--- src/rtl/key_sw_led_ctrl.sv ---
// key_sw_led_ctrl: synced/debounced keys and switches drive an LED bank in four modes; KEY_ACTIVE_LOW_EN inverts raw keys
module key_sw_led_ctrl #(
    parameter int KEY_W     = 4,
    parameter int SW_W      = 4,
    parameter int LED_W     = 8,
    parameter int DB_CYCLES = 20,
    parameter int RUN_DIV   = 1000
) (
    input  logic             clk,
    input  logic             rst_n,
    input  logic [KEY_W-1:0] key,
    input  logic [SW_W-1:0]  sw,
    output logic [LED_W-1:0] led,
    output logic [KEY_W-1:0] key_press,
    output logic [1:0]       mode
);
    localparam int CW = $clog2(DB_CYCLES);
    localparam int PW = RUN_DIV > 1 ? $clog2(RUN_DIV) : 1;
    localparam logic [CW-1:0] DMAX = CW'(DB_CYCLES - 1);
    localparam logic [PW-1:0] PMAX = PW'(RUN_DIV - 1);
    typedef enum logic [1:0] {DIRECT, COUNT, RUN, HOLD} mode_t;
    mode_t st, st_n;
    logic [KEY_W-1:0] kin, k1, ksync, kdb, hit;
    logic [SW_W-1:0] s1, ssync;
    logic [CW-1:0] dbc [KEY_W];
    logic [LED_W-1:0] ctr, ctr_n, led_n, direct;
    logic [PW-1:0] pre, pre_n;
`ifdef KEY_ACTIVE_LOW_EN
    assign kin = ~key;
`else
    assign kin = key;
`endif
    assign mode = st;
    assign direct = LED_W'({kdb, ssync});
    for (genvar g = 0; g < KEY_W; g++) begin : g_hit
        assign hit[g] = (ksync[g] != kdb[g]) && (dbc[g] == DMAX);
    end
    always_ff @(posedge clk) begin
        if (!rst_n) begin
            k1 <= '0;
            ksync <= '0;
            s1 <= '0;
            ssync <= '0;
            kdb <= '0;
            key_press <= '0;
            for (int i = 0; i < KEY_W; i++) dbc[i] <= '0;
            st <= DIRECT;
            ctr <= '0;
            pre <= '0;
            led <= '0;
        end else begin
            k1 <= kin;
            ksync <= k1;
            s1 <= sw;
            ssync <= s1;
            kdb <= kdb ^ hit;
            key_press <= hit & ksync;
            for (int i = 0; i < KEY_W; i++) dbc[i] <= (ksync[i] == kdb[i] || hit[i]) ? '0 : dbc[i] + 1'b1;
            st <= st_n;
            ctr <= ctr_n;
            pre <= pre_n;
            led <= led_n;
        end
    end
    always_comb begin
        st_n = key_press[0] ? mode_t'(st + 2'd1) : st;
        ctr_n = ctr;
        pre_n = pre;
        led_n = led;
        if (key_press[0]) begin
            led_n = st_n == DIRECT ? direct : st_n == COUNT ? ctr : st_n == RUN ? LED_W'(1) : led;
            pre_n = '0;
        end else begin
            case (st)
                DIRECT: led_n = direct;
                COUNT: begin
                    ctr_n = key_press[3] ? '0 :
                            (key_press[1] && !key_press[2]) ? ctr + 1'b1 :
                            (key_press[2] && !key_press[1]) ? ctr - 1'b1 : ctr;
                    led_n = ctr_n;
                end
                RUN: begin
                    pre_n = pre == PMAX ? '0 : pre + 1'b1;
                    led_n = pre != PMAX ? led :
                            ssync[0] ? {led[0], led[LED_W-1:1]} : {led[LED_W-2:0], led[LED_W-1]};
                end
                HOLD: led_n = key_press[3] ? '0 : key_press[1] ? ~led : led;
            endcase
        end
    end
endmodule

--- config.mk ---
export PLATFORM = sky130hd
export DESIGN_NAME = key_sw_led_ctrl
export DESIGN_NICKNAME = d
export VERILOG_FILES = /design/src/rtl/key_sw_led_ctrl.sv
export SDC_FILE = /design/constraint.sdc
export NUM_CORES = 1
export LEC_CHECK = 0
export BUFFER_PORTS_ARGS = -buffer_cell sky130_fd_sc_hd__buf_2
export CORE_ASPECT_RATIO = 1.4
export CORE_MARGIN = 2
export CORE_UTILIZATION = 39
export CTS_BUF_LIST = sky130_fd_sc_hd__clkbuf_16
export CTS_CLUSTER_DIAMETER = 60
export DETAILED_ROUTE_END_ITERATION = 6
export HOLD_SLACK_MARGIN = 0.06
export PLACE_DENSITY_LB_ADDON = 0.12
export SLEW_MARGIN = 10
export SYNTH_ARGS = -nofsm -noshare
export SYNTH_HDL_FRONTEND = slang
export SYNTH_SLANG_ARGS = --single-unit
--- constraint.sdc ---
create_clock -name clk -period 3 [get_ports clk]
set_input_delay 0.3 -clock clk [delete_from_list [all_inputs] [get_ports clk]]
set_output_delay 0.3 -clock clk [all_outputs]
set_load 0.01 [all_outputs]
=== Word level (Yosys, flattened, before mapping) ===
Memory sizes are Yosys's and may differ from the RTL's.
Index checks and enable logic that the tools add are counted.

* $add $sub $neg: 8
* Equal/unequal tests: 22
* Reductions and logical operators: 17
* Div/mod/pow operators: 0
* Shifts and indexed selects: 0
* Muxes and demuxes: 24
* Multiply operators: 0
* Magnitude comparators: 0
* Bitwise logic cells: 9

{| class="wikitable"
|+ Operator list
! cell !! number
|-
| 8-bit 2-to-1 mux || 11
|-
| 5-bit 2-to-1 mux || 8
|-
| 8-bit one-hot mux with 4 select lines || 1
|-
| 5-bit by 1-bit adder with 5-bit output, second input constant || 4
|-
| 5-bit == test, second input constant || 4
|-
| 10-bit by 1-bit adder with 10-bit output, second input constant || 1
|-
| 10-bit == test, second input constant || 1
|-
| 10-bit 2-to-1 mux || 1
|-
| 10-bit != test, second input constant || 1
|-
| 8-bit by 1-bit adder with 8-bit output, second input constant || 1
|-
| 8-bit inverter || 1
|-
| 8-bit by 1-bit subtractor with 8-bit output, second input constant || 1
|-
| 2-bit == test, second input constant || 3
|-
| 1-bit logical AND || 6
|-
| 4-bit AND || 1
|-
| 1-bit == test || 4
|-
| 2-bit by 1-bit == test with 1-bit output, second input constant || 2
|-
| 2-bit logical NOT || 2
|-
| 1-bit logical OR || 4
|-
| 1-bit != test || 4
|-
| 4-bit by 1-bit != test with 1-bit output, second input constant || 1
|-
| 4-bit != test, second input constant || 1
|-
| 1-bit bitwise OR || 4
|-
| 4-bit XOR || 1
|-
| other kinds (9) || 12
|}

* Memories kept: 1
* Input bits: 10
* Latch bits: 0
* Flip-flop bits (word level): 52
* Bits in writable memories: 20
* Memory bits (read-only): 0
* Word-level logic and storage cells: 91
* Output and inout port bits: 14

{| class="wikitable"
|+ Memories
! memory !! words !! width !! rd ports !! clocked after Yosys merged registers in !! write ports !! line !! text
|-
| dbc || 4 || 5 || 4 || 0 || 4 || 25 || <nowiki>logic [CW-1:0] dbc [KEY_W];</nowiki>
|}

=== Longest topological paths before layout ===
* Depth in word-level cells: 7
* Depth in mapped cells: 11
* Mapped depth without buffers: 9

=== Worst setup path after synthesis ===
OpenSTA, ideal clock, no wires.

* Kind: flip-flop to flip-flop
* Start: register st[0] (netlist: mode[0])
* End: register led[4]
* Stages on the path, launching flop included: 10
* Clock period less this slack: 2.144 ns
* Library setup time: 0.113 ns
* Required time: 2.887 ns
* Data arrival time: 2.030 ns
* Buffers on the path: 1
* Setup slack: 0.856 ns
* Cell sequence: dfxtp_1 inv_1 ha_1 mux2i_1 ha_1 clkbuf_1 o21ai_0 a22oi_1 o311a_1 nor2_1

* Cells in the longest elaborated chain, start to end: 6
* Elaborated cells on any way between the ends: 17
* Those cells by class: add/sub (1); eq/ne (8); mux (5); reduce/logical (3)

{| class="wikitable"
|+ RTL lines
! element !! line !! text
|-
| start: declaration || 22 || <nowiki>mode_t st, st_n;</nowiki>
|-
| start signal: assignment || 59 || <nowiki>st <= st_n;</nowiki>
|-
| 2-bit by 1-bit adder with 2-bit output || 66 || <nowiki>st_n = key_press[0] ? mode_t'(st + 2'd1) : st;</nowiki>
|-
| 2-bit 2-to-1 mux || 66 ||
|-
| 2-bit by 1-bit == test with 1-bit output || 71 || <nowiki>led_n = st_n == DIRECT ? direct : st_n == COUNT ? ctr : st_n == RUN ? LED_W'(1) : led;</nowiki>
|-
| 8-bit 2-to-1 mux (2 in a row) || 71 ||
|-
| 8-bit 2-to-1 mux || 70 || <nowiki>if (key_press[0]) begin</nowiki>
|-
| end signal: assignment || 62 || <nowiki>led <= led_n;</nowiki>
|-
| end: declaration || 13 || <nowiki>output logic [LED_W-1:0] led,</nowiki>
|}

Several ways; a longest one is shown, not always the timed one.
A chain may end at the register's enable or synchronous reset.

=== Worst setup path in the final report ===
* Start: register st[0] (netlist: mode[0])
* End: register led[7]

The elaborated chain is that of the path after synthesis.

==> flow_summary_export.csv <==
group,metric,value,unit
worst_hold_path,min_from,"key[1]",
sta,setup_violations,0,
global_route,grt_start_max_net_pins,34,
setup_path,worstReg2RegEnd,"led[7]",
clocking,cts-buffers-inserted,9,
floorplan,fp.dieH,119,µm
finish,fin_area,0.00417,mm²
clocking,htreeDepth,3,
clocking,clock_sinks,72,
synth,synthArstFlopShare,0,%
sta,rsz0062_at_grt,"false",
placement,placed_cell_area,0.00385,mm²
setup_path,cp-start-kind,"flop",
synth,post_synth_instance_area,0.00367,mm²
floorplan,placement_rows,41,
floorplan,start_util,40.5,%
synth,syn_inst,430,
setup_path,cp-endpoint,"led[7]",
pwr,p_per_area,522,mW/mm²
clocking,cts_root_buffer,"clkbuf_16",
global_route,met2_usage,26.9,%
floorplan,io_pins,24,
setup_path,crit_slowest_cell,"dfxtp_1",
synth,synth_ff_type,"dfxtp_1",
placement,gp_congestion,0.834,
setup_path,ff2ff_setup_slack,770,ps
global_route,grtUsageMet3,3.60,%
clocking,clk_latency,340,ps
finish,diodes,0,
synth,synthesis.nets,453,
global_route,grt_pass1_wl,13400,µm
global_route,grt_antenna_before_repair,0,
setup_path,arrival,2450,ps
global_route,use_met1,21.3,%
flow_run,drv_cap,0,
setup_path,cp-startpoint,"mode[0]",
route,drt_iter0_markers,131,
route,via_per_inst,5.28,
pwr,p_total,0.00218,W
setup_path,critPathCaptureType,"flop",
synth,ys_seq_area_share,39.2,%
synth,ys_ff_latch,72,
sta,worst_pin_slew,647,ps
clocking,cts_tree,"built",
clocking,clkSlewWorstSetupHoldPaths,60,ps
sta,period_needed,2230,ps
worst_hold_path,min_path_cells,2,
setup_path,cp_max_fo,16,
clocking,cts_hold_buf,0,
route,ant_nets,0,
sta,finalHoldViolations,0,
clocking,cts.repair.resized,0,
global_route,top_usage_layer,"met2",
clocking,postCtsSetupRepairBufs,0,
global_route,grt_pass1_vias,2653,
setup_path,worst_path_most_repeated_cell,"ha_1",
pwr,p_leak,1.63,nW
global_route,overflow,0,
setup_path,cpPeakStageDelay,420,ps
route,post_drt_wl_per_cell,14.4,µm
sta,relSlewSlack,56.9,%
placement,hpwl,5850,µm
sta,fin_crit_sh,74.3,%
global_route,track_usage,16.6,%
sta,fin_setup_tns,0,ps
synth,synth-edff-count,0,
finish,area_delta_synth_final,13.6,%
pwr,ir_worst_vdd,0.321,mV
finish,nNetsFinal,469,
floorplan,core_area,0.00908,mm²
route,wirelength,8030,µm
outcome,status,"finished clean",
setup_path,reg2regPathDepth,10,
sta,fin_skew,7.46,ps
synth,ys_warn_count,0,
worst_hold_path,hold_path.class,"in2reg",
finish,drive_above_1_share,11.5,%
setup_path,critPathKind,"reg2reg",
setup_path,crit_required,3230,ps
route,vias,2947,
sta,slew_viol_final,0,
floorplan,dieArea,0.0102,mm²
floorplan,die_x,86.0,µm
placement,io_buffers,23,
synth,synth_cell_type_count,60,
setup_path,timing.rr.start,"mode[0]",
route,dr.pass1.iters,4,
setup_path,crit_chain,"inv_1 -> ha_1 -> mux2i_1 -> ha_1 -> nand2_1 -> o21ai_1 -> a31oi_2 -> buf_4 -> o22ai_1 -> a31o_1",
synth,syn_avg_cell_area,8.55,µm²
clocking,clock_path_buffers,2,
sta,max_freq,449,MHz
route,drc_errors,0,
finish,fin_util,46.0,%
-- logic make-up after synthesis --
kind of cell / count (synthesis) / share of synthesized area (%)
simple gates: 179 / 25.3
compound gates: 77 / 14.4
flops: 72 / 39.2
buf+inv: 45 / 5.14
xor+xnor: 32 / 8.04
fa+ha+maj: 13 / 4.43
mux: 12 / 3.47
-- cells in the final DEF, fill, tap and decap left out, types with 4 or more instances in the layout --
cell type	Yosys	routed
dfxtp_1	72	72
a21oi_1	13	13
nor2_1	50	50
o21ai_1	10	10
nand3_1	22	22
nor2b_1	16	16
a31oi_1	4	4
ha_1	13	13
xor2_1	20	20
nor3_1	8	8
and2_1	19	19
inv_1	22	23
nand2b_1	5	5
a22oi_1	5	5
mux2i_1	6	6
buf_2	2	23
a221o_1	5	5
buf_4	0	4
mux2_1	5	5
a21boi_1	6	6
o21ai_0	12	12
clkbuf_16	0	9
xnor2_1	11	11
nand2_1	33	33
-- Yosys cell counts (12+ instances only) --
master / number / share of area [%]
a21oi_1: 13 / 1.8
and2_1: 19 / 3.2
clkbuf_1: 16 / 1.6
dfxtp_1: 72 / 39
ha_1: 13 / 4.4
inv_1: 22 / 2.2
nand2_1: 33 / 3.4
nand3_1: 22 / 3.0
nor2_1: 50 / 5.1
nor2b_1: 16 / 2.7
o21ai_0: 12 / 1.6
xor2_1: 20 / 4.8
-- layer usage --
metal	part of all wire (%)	wire length, µm
met1	46	3730
met2	49	3910
met5	0	0
met3	3.0	240
met4	1.8	144
-- layout make-up --
| cell class | count | area, µm² |
|---|---|---|
| Inverter | 23 | 86.3 |
| Sequential cell | 72 | 1440 |
| Clock inverter | 7 | 96.3 |
| Clock buffer | 9 | 225 |
| Fill cell | 910 | 4910 |
| Multi-Input combinational cell | 313 | 2040 |
| Tap cell | 107 | 134 |
| Timing Repair Buffer | 27 | 145 |
-- through the flow --
| stage | setup WS (ps) | cells | hold WS (ps) |
|---|---|---|---|
| after CTS | 774 | 558 | 157 |
| after detailed placement | 786 | 542 | 418 |
| final | 772 | 558 | 170 |
| after global placement | 851 | 542 | 417 |
| after global routing | 617 | 558 | 170 |
| after floorplan | 856 | 430 | 412 |
-- state kept, by name (all words and copies together) (netlist names), named ones only --
register	flops
dbc	20
led	8
key_press	4
ksync	4
s1	4
mode	2
k1	4
ssync	4
ctr	8
pre	10
-- worst min-delay path by stage --
stage,to
floorplan,ksync[0]
global placement,ksync[1]
detailed placement,ksync[1]
CTS,k1[1]
global route,s1[0]
finish,k1[1]
-- where the power goes --
group	internal [W]	switching (W)	leakage, nW
Combinational	0.0000257	0.0000256	0.890
Clock	0.000729	0.000417	0.153
Sequential	0.000971	0.0000115	0.584
Total	0.00172	0.000455	1.63
-- worst max-delay path: cells and delay by family, from the launching register on --
family / cells / cell delay, ps
AOI/OAI and AO/OA: 4 / 460
DFF: 1 / 420
muxes: 1 / 250
adders and majority gates: 2 / 600
and+or+nand+nor: 1 / 60
buffers and inverters: 2 / 340
Note: power is estimated with default switching activity, not from simulation.
